--- src/rtl/stopwatch_ctrl.sv ---
// rtl/stopwatch_ctrl.sv - front-panel run/pause/done controller for the 4-digit BCD stopwatch
// Optional lap-hold display freeze is built only when STOPWATCH_LAP_EN is defined.
module stopwatch_ctrl #(
  parameter int D3_MAX = 9,
  parameter int D2_MAX = 5
) (
  input  logic       clk,
  input  logic       reset_n,
  input  logic       btn_start,
  input  logic       btn_dir,
  input  logic       btn_clr,
  input  logic       btn_lap,
  input  logic [3:0] d3,
  input  logic [3:0] d2,
  input  logic [3:0] d1,
  input  logic [3:0] d0,
  output logic       go,
  output logic       back,
  output logic       clr,
  output logic [3:0] disp3,
  output logic [3:0] disp2,
  output logic [3:0] disp1,
  output logic [3:0] disp0,
  output logic       running,
  output logic       dir_down,
  output logic       done
);

  typedef enum logic [1:0] {
    IDLE  = 2'd0,
    RUN   = 2'd1,
    PAUSE = 2'd2,
    DONE  = 2'd3
  } state_t;

  state_t state, state_n;

  logic prev_start, prev_dir, prev_clr;
  logic press_start, press_dir, press_clr;
  logic act_clr, act_start, act_dir;
  logic dir_down_n, clr_n;
  logic term;

  // Previous-value flops reset high so a button held through reset never fires.
  always_ff @(posedge clk or negedge reset_n) begin
    if (!reset_n) begin
      prev_start <= 1'b1;
      prev_dir   <= 1'b1;
      prev_clr   <= 1'b1;
    end else begin
      prev_start <= btn_start;
      prev_dir   <= btn_dir;
      prev_clr   <= btn_clr;
    end
  end

  assign press_start = btn_start & ~prev_start;
  assign press_dir   = btn_dir   & ~prev_dir;
  assign press_clr   = btn_clr   & ~prev_clr;

  // Only the highest-priority press in a cycle acts: clr > start > dir > lap.
  assign act_clr   = press_clr;
  assign act_start = press_start & ~press_clr;
  assign act_dir   = press_dir & ~press_clr & ~press_start;

  always_comb begin
    term = 1'b0;
    if (dir_down)
      term = ({d3, d2, d1, d0} == 16'h0000);
    else
      term = ({d3, d2, d1, d0} == {4'(D3_MAX), 4'(D2_MAX), 4'd9, 4'd9});
  end

  always_ff @(posedge clk or negedge reset_n) begin
    if (!reset_n)
      state <= IDLE;
    else
      state <= state_n;
  end

  always_comb begin
    state_n    = state;
    dir_down_n = dir_down;
    clr_n      = 1'b0;
    if (act_clr) begin
      state_n    = IDLE;
      dir_down_n = 1'b0;
      clr_n      = 1'b1;
    end else begin
      case (state)
        IDLE, PAUSE: begin
          if (act_start)
            state_n = term ? DONE : RUN;
          else if (act_dir)
            dir_down_n = ~dir_down;
        end
        RUN: begin
          if (term)
            state_n = DONE;
          else if (act_start)
            state_n = PAUSE;
        end
        DONE: state_n = DONE;
        default: state_n = IDLE;
      endcase
    end
  end

  // clr resets high so the counter is held clear through reset and the first edge after it.
  always_ff @(posedge clk or negedge reset_n) begin
    if (!reset_n) begin
      dir_down <= 1'b0;
      clr      <= 1'b1;
    end else begin
      dir_down <= dir_down_n;
      clr      <= clr_n;
    end
  end

  assign go      = (state == RUN) && !dir_down;
  assign back    = (state == RUN) && dir_down;
  assign running = (state == RUN);
  assign done    = (state == DONE);

`ifdef STOPWATCH_LAP_EN
  logic       prev_lap, press_lap, act_lap;
  logic       lap_hold, lap_hold_n, lap_cap;
  logic [3:0] lap3, lap2, lap1, lap0;

  assign press_lap = btn_lap & ~prev_lap;
  assign act_lap   = press_lap & ~press_clr & ~press_start & ~press_dir;

  always_comb begin
    lap_hold_n = lap_hold;
    lap_cap    = 1'b0;
    if (act_clr)
      lap_hold_n = 1'b0;
    else if (state_n == DONE && state != DONE)
      lap_hold_n = 1'b0;
    else if (act_lap && state != DONE) begin
      if (lap_hold)
        lap_hold_n = 1'b0;
      else if (state == RUN) begin
        lap_hold_n = 1'b1;
        lap_cap    = 1'b1;
      end
    end
  end

  always_ff @(posedge clk or negedge reset_n) begin
    if (!reset_n) begin
      prev_lap <= 1'b1;
      lap_hold <= 1'b0;
      lap3     <= 4'd0;
      lap2     <= 4'd0;
      lap1     <= 4'd0;
      lap0     <= 4'd0;
    end else begin
      prev_lap <= btn_lap;
      lap_hold <= lap_hold_n;
      if (lap_cap) begin
        lap3 <= d3;
        lap2 <= d2;
        lap1 <= d1;
        lap0 <= d0;
      end
    end
  end

  assign disp3 = lap_hold ? lap3 : d3;
  assign disp2 = lap_hold ? lap2 : d2;
  assign disp1 = lap_hold ? lap1 : d1;
  assign disp0 = lap_hold ? lap0 : d0;
`else
  logic unused_btn_lap;
  assign unused_btn_lap = btn_lap;

  assign disp3 = d3;
  assign disp2 = d2;
  assign disp1 = d1;
  assign disp0 = d0;
`endif

endmodule

--- config.mk ---
export PLATFORM = sky130hd
export DESIGN_NAME = stopwatch_ctrl
export DESIGN_NICKNAME = d
export VERILOG_FILES = /design/src/rtl/stopwatch_ctrl.sv
export SDC_FILE = /design/constraint.sdc
export NUM_CORES = 1
export LEC_CHECK = 0
export ABC_AREA = 1
export CAP_MARGIN = 20
export CORE_AREA = 2 2 39 41
export DETAILED_ROUTE_END_ITERATION = 6
export DIE_AREA = 0 0 41 43
export DONT_BUFFER_PORTS = 1
export GPL_TIMING_DRIVEN = 0
export PLACE_DENSITY = 0.53
export SLEW_MARGIN = 20
export SYNTH_ARGS = -nofsm -noshare
export SYNTH_HDL_FRONTEND = slang
export SYNTH_SLANG_ARGS = --single-unit
export TNS_END_PERCENT = 20
--- constraint.sdc ---
create_clock -name clk -period 1.4 [get_ports clk]
set_clock_uncertainty 0.1 [all_clocks]
set_input_delay 0 -clock clk [delete_from_list [all_inputs] [get_ports clk]]
set_output_delay 0 -clock clk [all_outputs]
set_load 0.03 [all_outputs]
# Yosys cells after proc, flatten, opt, wreduce, memory -nomap -nowiden
# Index checks and enable logic that the tools add are counted.
# Widths: inputs -> output; s select.
[op_classes]
eq_ne = 7
mux = 12
n_bitwise = 12
n_reduce_logical = 10
[op_table]
columns = ["op", "count"]
rows = [
  ["$eq 16x16->1 const B", 1],
  ["$logic_not 16->1", 1],
  ["$mux 2", 5],
  ["$and 1x1->1", 6],
  ["$mux 1", 6],
  ["$not 1->1", 6],
  ["$pmux 2 s3", 1],
  ["$eq 2x2->1 const B", 2],
  ["$ne 4x1->1 const B", 1],
  ["$reduce_bool 2->1", 2],
  ["$ne 3x3->1 const B", 1],
  ["$reduce_and 3->1", 1],
  ["$eq 2x1->1 const B", 1],
  ["$logic_and 1x1->1", 2],
  ["$logic_not 2->1", 1],
  ["$ne 2x2->1 const B", 1],
  ["$reduce_and 2->1", 1],
  ["$reduce_or 2->1", 1],
  ["$logic_not 1->1", 1],
]
[word_totals]
reg_bits = 7
inputBits = 22
output_inout_bits = 22
elab_cells = 47

# Longest topological paths before layout
[logic_depth]
depth_word = 9
ltp_mapped = 9
ltp_nobuf = 9

# Worst setup path before layout
# Ideal clock, no wire load.
[synth_timing]
kind = "flip-flop to output port"
from = "register state[0]"
to = "output back"
arrival_time_ns = 1.438
setup_slack_ns = -0.138
stages_incl_launch_ff = 5
path_cell_list = "dfrtp_1 inv_1 nor2_1 inv_1 nor2_1"
[synth_between]
elab_chain_len = 2
[synth_rtl]
columns = ["element", "line_no", "text"]
rows = [
  ["from (decl)", "36", "state_t state, state_n;"],
  ["from (signal assigned)", "78", "state <= state_n;"],
  ["$eq 2x1->1", "--", ""],
  ["net running", "24", "output logic running,"],
  ["$logic_and 1x1->1", "121", "assign back = (state == RUN) && dir_down;"],
  ["to (decl)", "18", "output logic back,"],
]
# The timed path passes the listed nets, and every way through them passes these cells.

# Worst setup path in the final report
# Ends and elaborated chain as after synthesis.

==> impl_metrics.csv <==
group,metric,value,unit
die,fp.dieArea,0.00176,sq mm
power_and_ir_drop,pwr-share-clk,0.266,
routing,wl_met1,332,um
global_route,first_global_vias,407,
routing,avgRoutedWirePerCell,8.76,um
routing,wl,981,um
power_and_ir_drop,finalPower,0.690,mW
worst_setup_path,end_kind,"output pin",
power_and_ir_drop,seq_power_share,0.389,
routing,dr.max_layer_used,"met3",
clock_tree,clk_pin_slew_worst_paths,0.05,ns
die,die_w,41,um
worst_setup_path,r2r_cells,8,
power_and_ir_drop,cell_internal_pwr,0.428,mW
sta,hold_violations,0,
worst_setup_path,path_class,"reg -> out",
hold_path,hold_path.class,"in -> reg",
die,die_y,43,um
power_and_ir_drop,swShare,0.381,
finish,antenna_cells,0,
placement,gp_congestion,0.647,
routing,met3WireLength,118,um
sta,rsz0062_at_grt,"no",
worst_setup_path,reg2reg_slack,0.13,ns
die,row_count,14,
worst_setup_path,regToRegStartpoint,"dir_down",
routing,antenna_left,0,
finish,fin_area,731,sq um
logic_synthesis,synth_warnings,0,
sta,fmax,757,MHz
clock_tree,cts_buffer_depth,2,
clock_tree,numCtsBuffers,3,
logic_synthesis,synth_nets,101,
placement,place_hpwl,759,um
sta,period_share,0.944,
logic_synthesis,seq_area_frac_synth,0.338,
sta,relSlewSlack,0.792,
logic_synthesis,synthesis.area,533,sq um
power_and_ir_drop,p_switching,0.263,mW
clock_tree,clk-insertion-delay-late,0.25,ns
routing,via_count,480,
sta,worst_slew_pin_slew,0.311,ns
routing,first_pass_iters,4,
status,status,"finished clean",
finish,layout-drive-gt1-share,0.313,
routing,met2WireLength,530,um
worst_setup_path,cp_max_fo,3,
finish,fillerInstances,134,
finish,nNetsFinal,119,
power_and_ir_drop,peakVddDrop,0.543,mV
placement,place_area,561,sq um
logic_synthesis,synth_seq_cells,7,
global_route,overflow,0,
power_and_ir_drop,comb_power_share,0.345,
worst_setup_path,start_kind,"flop",
sta,slew_violations,0,
routing,drc,0,
placement,portBuffers,0,
global_route,grt_pass1_wl,1.47,mm
sta,finalSetupViolCount,0,
power_and_ir_drop,p_per_area,945,mW/mm^2
logic_synthesis,syn_inst,79,
die,start_util,0.385,
worst_setup_path,cp.required,1.30,ns
global_route,grt_max_degree,8,
worst_setup_path,worstPathArrival,1.22,ns
die,num_io_pins,44,
die,fp.coreArea,0.00138,sq mm
clock_tree,htree_levels,1,
sta,timing.hold.ws,0.0183,ns
power_and_ir_drop,p_leak,0.366,nW
run,maxCapViolations,0,
clock_tree,cts-root-buf,"clkbuf_4",
hold_path,min_from,"d1[0]",
routing,drt_iter0_markers,4,
hold_path,hold_path_depth,7,
finish,fin_util,0.528,
sta,min_period,1.32,ns
sta,tns,0,ns
global_route,grt_usage,0.121,
logic_synthesis,synth_cell_types,13,
routing,via_per_inst,4.29,
clock_tree,cts_tree,"yes",
worst_setup_path,r2r-end,"state[1]",
hold_path,worst_hold_path.endpoint,"state[0]",
finish,synthToLayoutAreaGrowth,37.1,%
global_route,antenna_found_initial,0,
logic_synthesis,syn_avg_cell_area,6.75,sq um
clock_tree,cts_num_sinks,7,
-- Yosys cell counts (all sizes together) --
master	instances	area share
dfrtp	3	0.14
inv	12	0.085
nand3	3	0.028
and2	1	0.012
nor3	1	0.019
nand2	14	0.099
dfstp	4	0.20
xor2	1	0.016
buf	16	0.23
or2	1	0.012
o21ai	1	0.0094
a21oi	1	0.0094
nor2	21	0.15
-- sequential cells by signal, indices dropped and copies added (netlist names) --
signal and count:
clr 1, dir_down 1, prev_clr 1, prev_dir 1
prev_start 1, state 2
-- critical path, cell delays in order, from the launching register on --
cell and delay, ns:
dfrtp_1 0.36, inv_1 0.08, nor2_4 0.21, inv_2 0.11
nor2_4 0.20
-- power by group through the flow --
stage / sequential, mW / clock (mW) / combinational (mW)
floorplan: 0.264 / 0 / 0.177
CTS: 0.269 / 0.193 / 0.241
global placement: 0.270 / 0 / 0.187
detailed placement: 0.270 / 0 / 0.188
global route: 0.272 / 0.200 / 0.260
finish: 0.268 / 0.184 / 0.238
-- metrics by stage --
step | worst slack [ns] | cells
2_1_floorplan | 0.130 | 79
3_3_place_gp | -0.00666 | 95
3_5_place_dp | -0.0000386 | 95
4_1_cts | 0.0284 | 112
5_1_grt | 0.00522 | 112
6_report | 0.0782 | 112
-- cell families (layout without fill, tap and decap cells) --
kind of cell              after synthesis  in the layout  share of synthesized area
AOI/OAI and AO/OA                       2              2                     0.0188
xor gates and xnor gates                1              1                     0.0164
buffers and inverters                  28             45                      0.310
DFF                                     7              7                      0.338
and+or+nand+nor                        41             41                      0.317
-- cells in the final DEF, fill, tap and decap left out --
cell type	count
clkbuf_1	1
dfstp_2	4
nor2_1	18
a21oi_1	1
and2_0	1
xor2_1	1
dlygate4sd3_1	12
o21ai_0	1
nor2_4	3
nor3_2	1
dfrtp_2	1
buf_4	17
nand2_1	14
inv_2	1
dfrtp_1	2
nand3_1	3
or2_0	1
clkbuf_4	3
inv_1	11
-- worst max-delay path by stage --
stage / to / startpoint / cells past startpoint
detailed placement: state[1] / dir_down / 8
global placement: state[1] / dir_down / 8
global route: state[1] / dir_down / 8
CTS: go / state[0] / 4
finish: back / state[0] / 4
floorplan: state[1] / dir_down / 8
-- cell type report --
type                            count  area, sq um  share of cell area
Multi-Input combinational cell     44          210               0.288
Sequential cell                     7          181               0.248
Timing Repair Buffer               13          128               0.175
Buffer                             16          120               0.164
Inverter                           12         45.0              0.0616
Clock buffer                        4         26.3              0.0360
Tap cell                           16         20.0              0.0274
-- timing repair --
item | 4_1_cts | 5_1_grt
pin swaps | 2 | 2
hold buffers | 12 | 0
setup endpoints to repair | 3 | 2
hold endpoints to repair | 14 | 0
buffers inserted | 1 | 0
gates resized for setup | 5 | 0
-- per-layer routing --
metal,vias up,track usage
met2,29,0.200
met3,0,0.0628
met5,-,0
li1,250,-
met1,201,0.134
met4,0,0.0200
No activity file was read; power rests on OpenSTA's default activity.
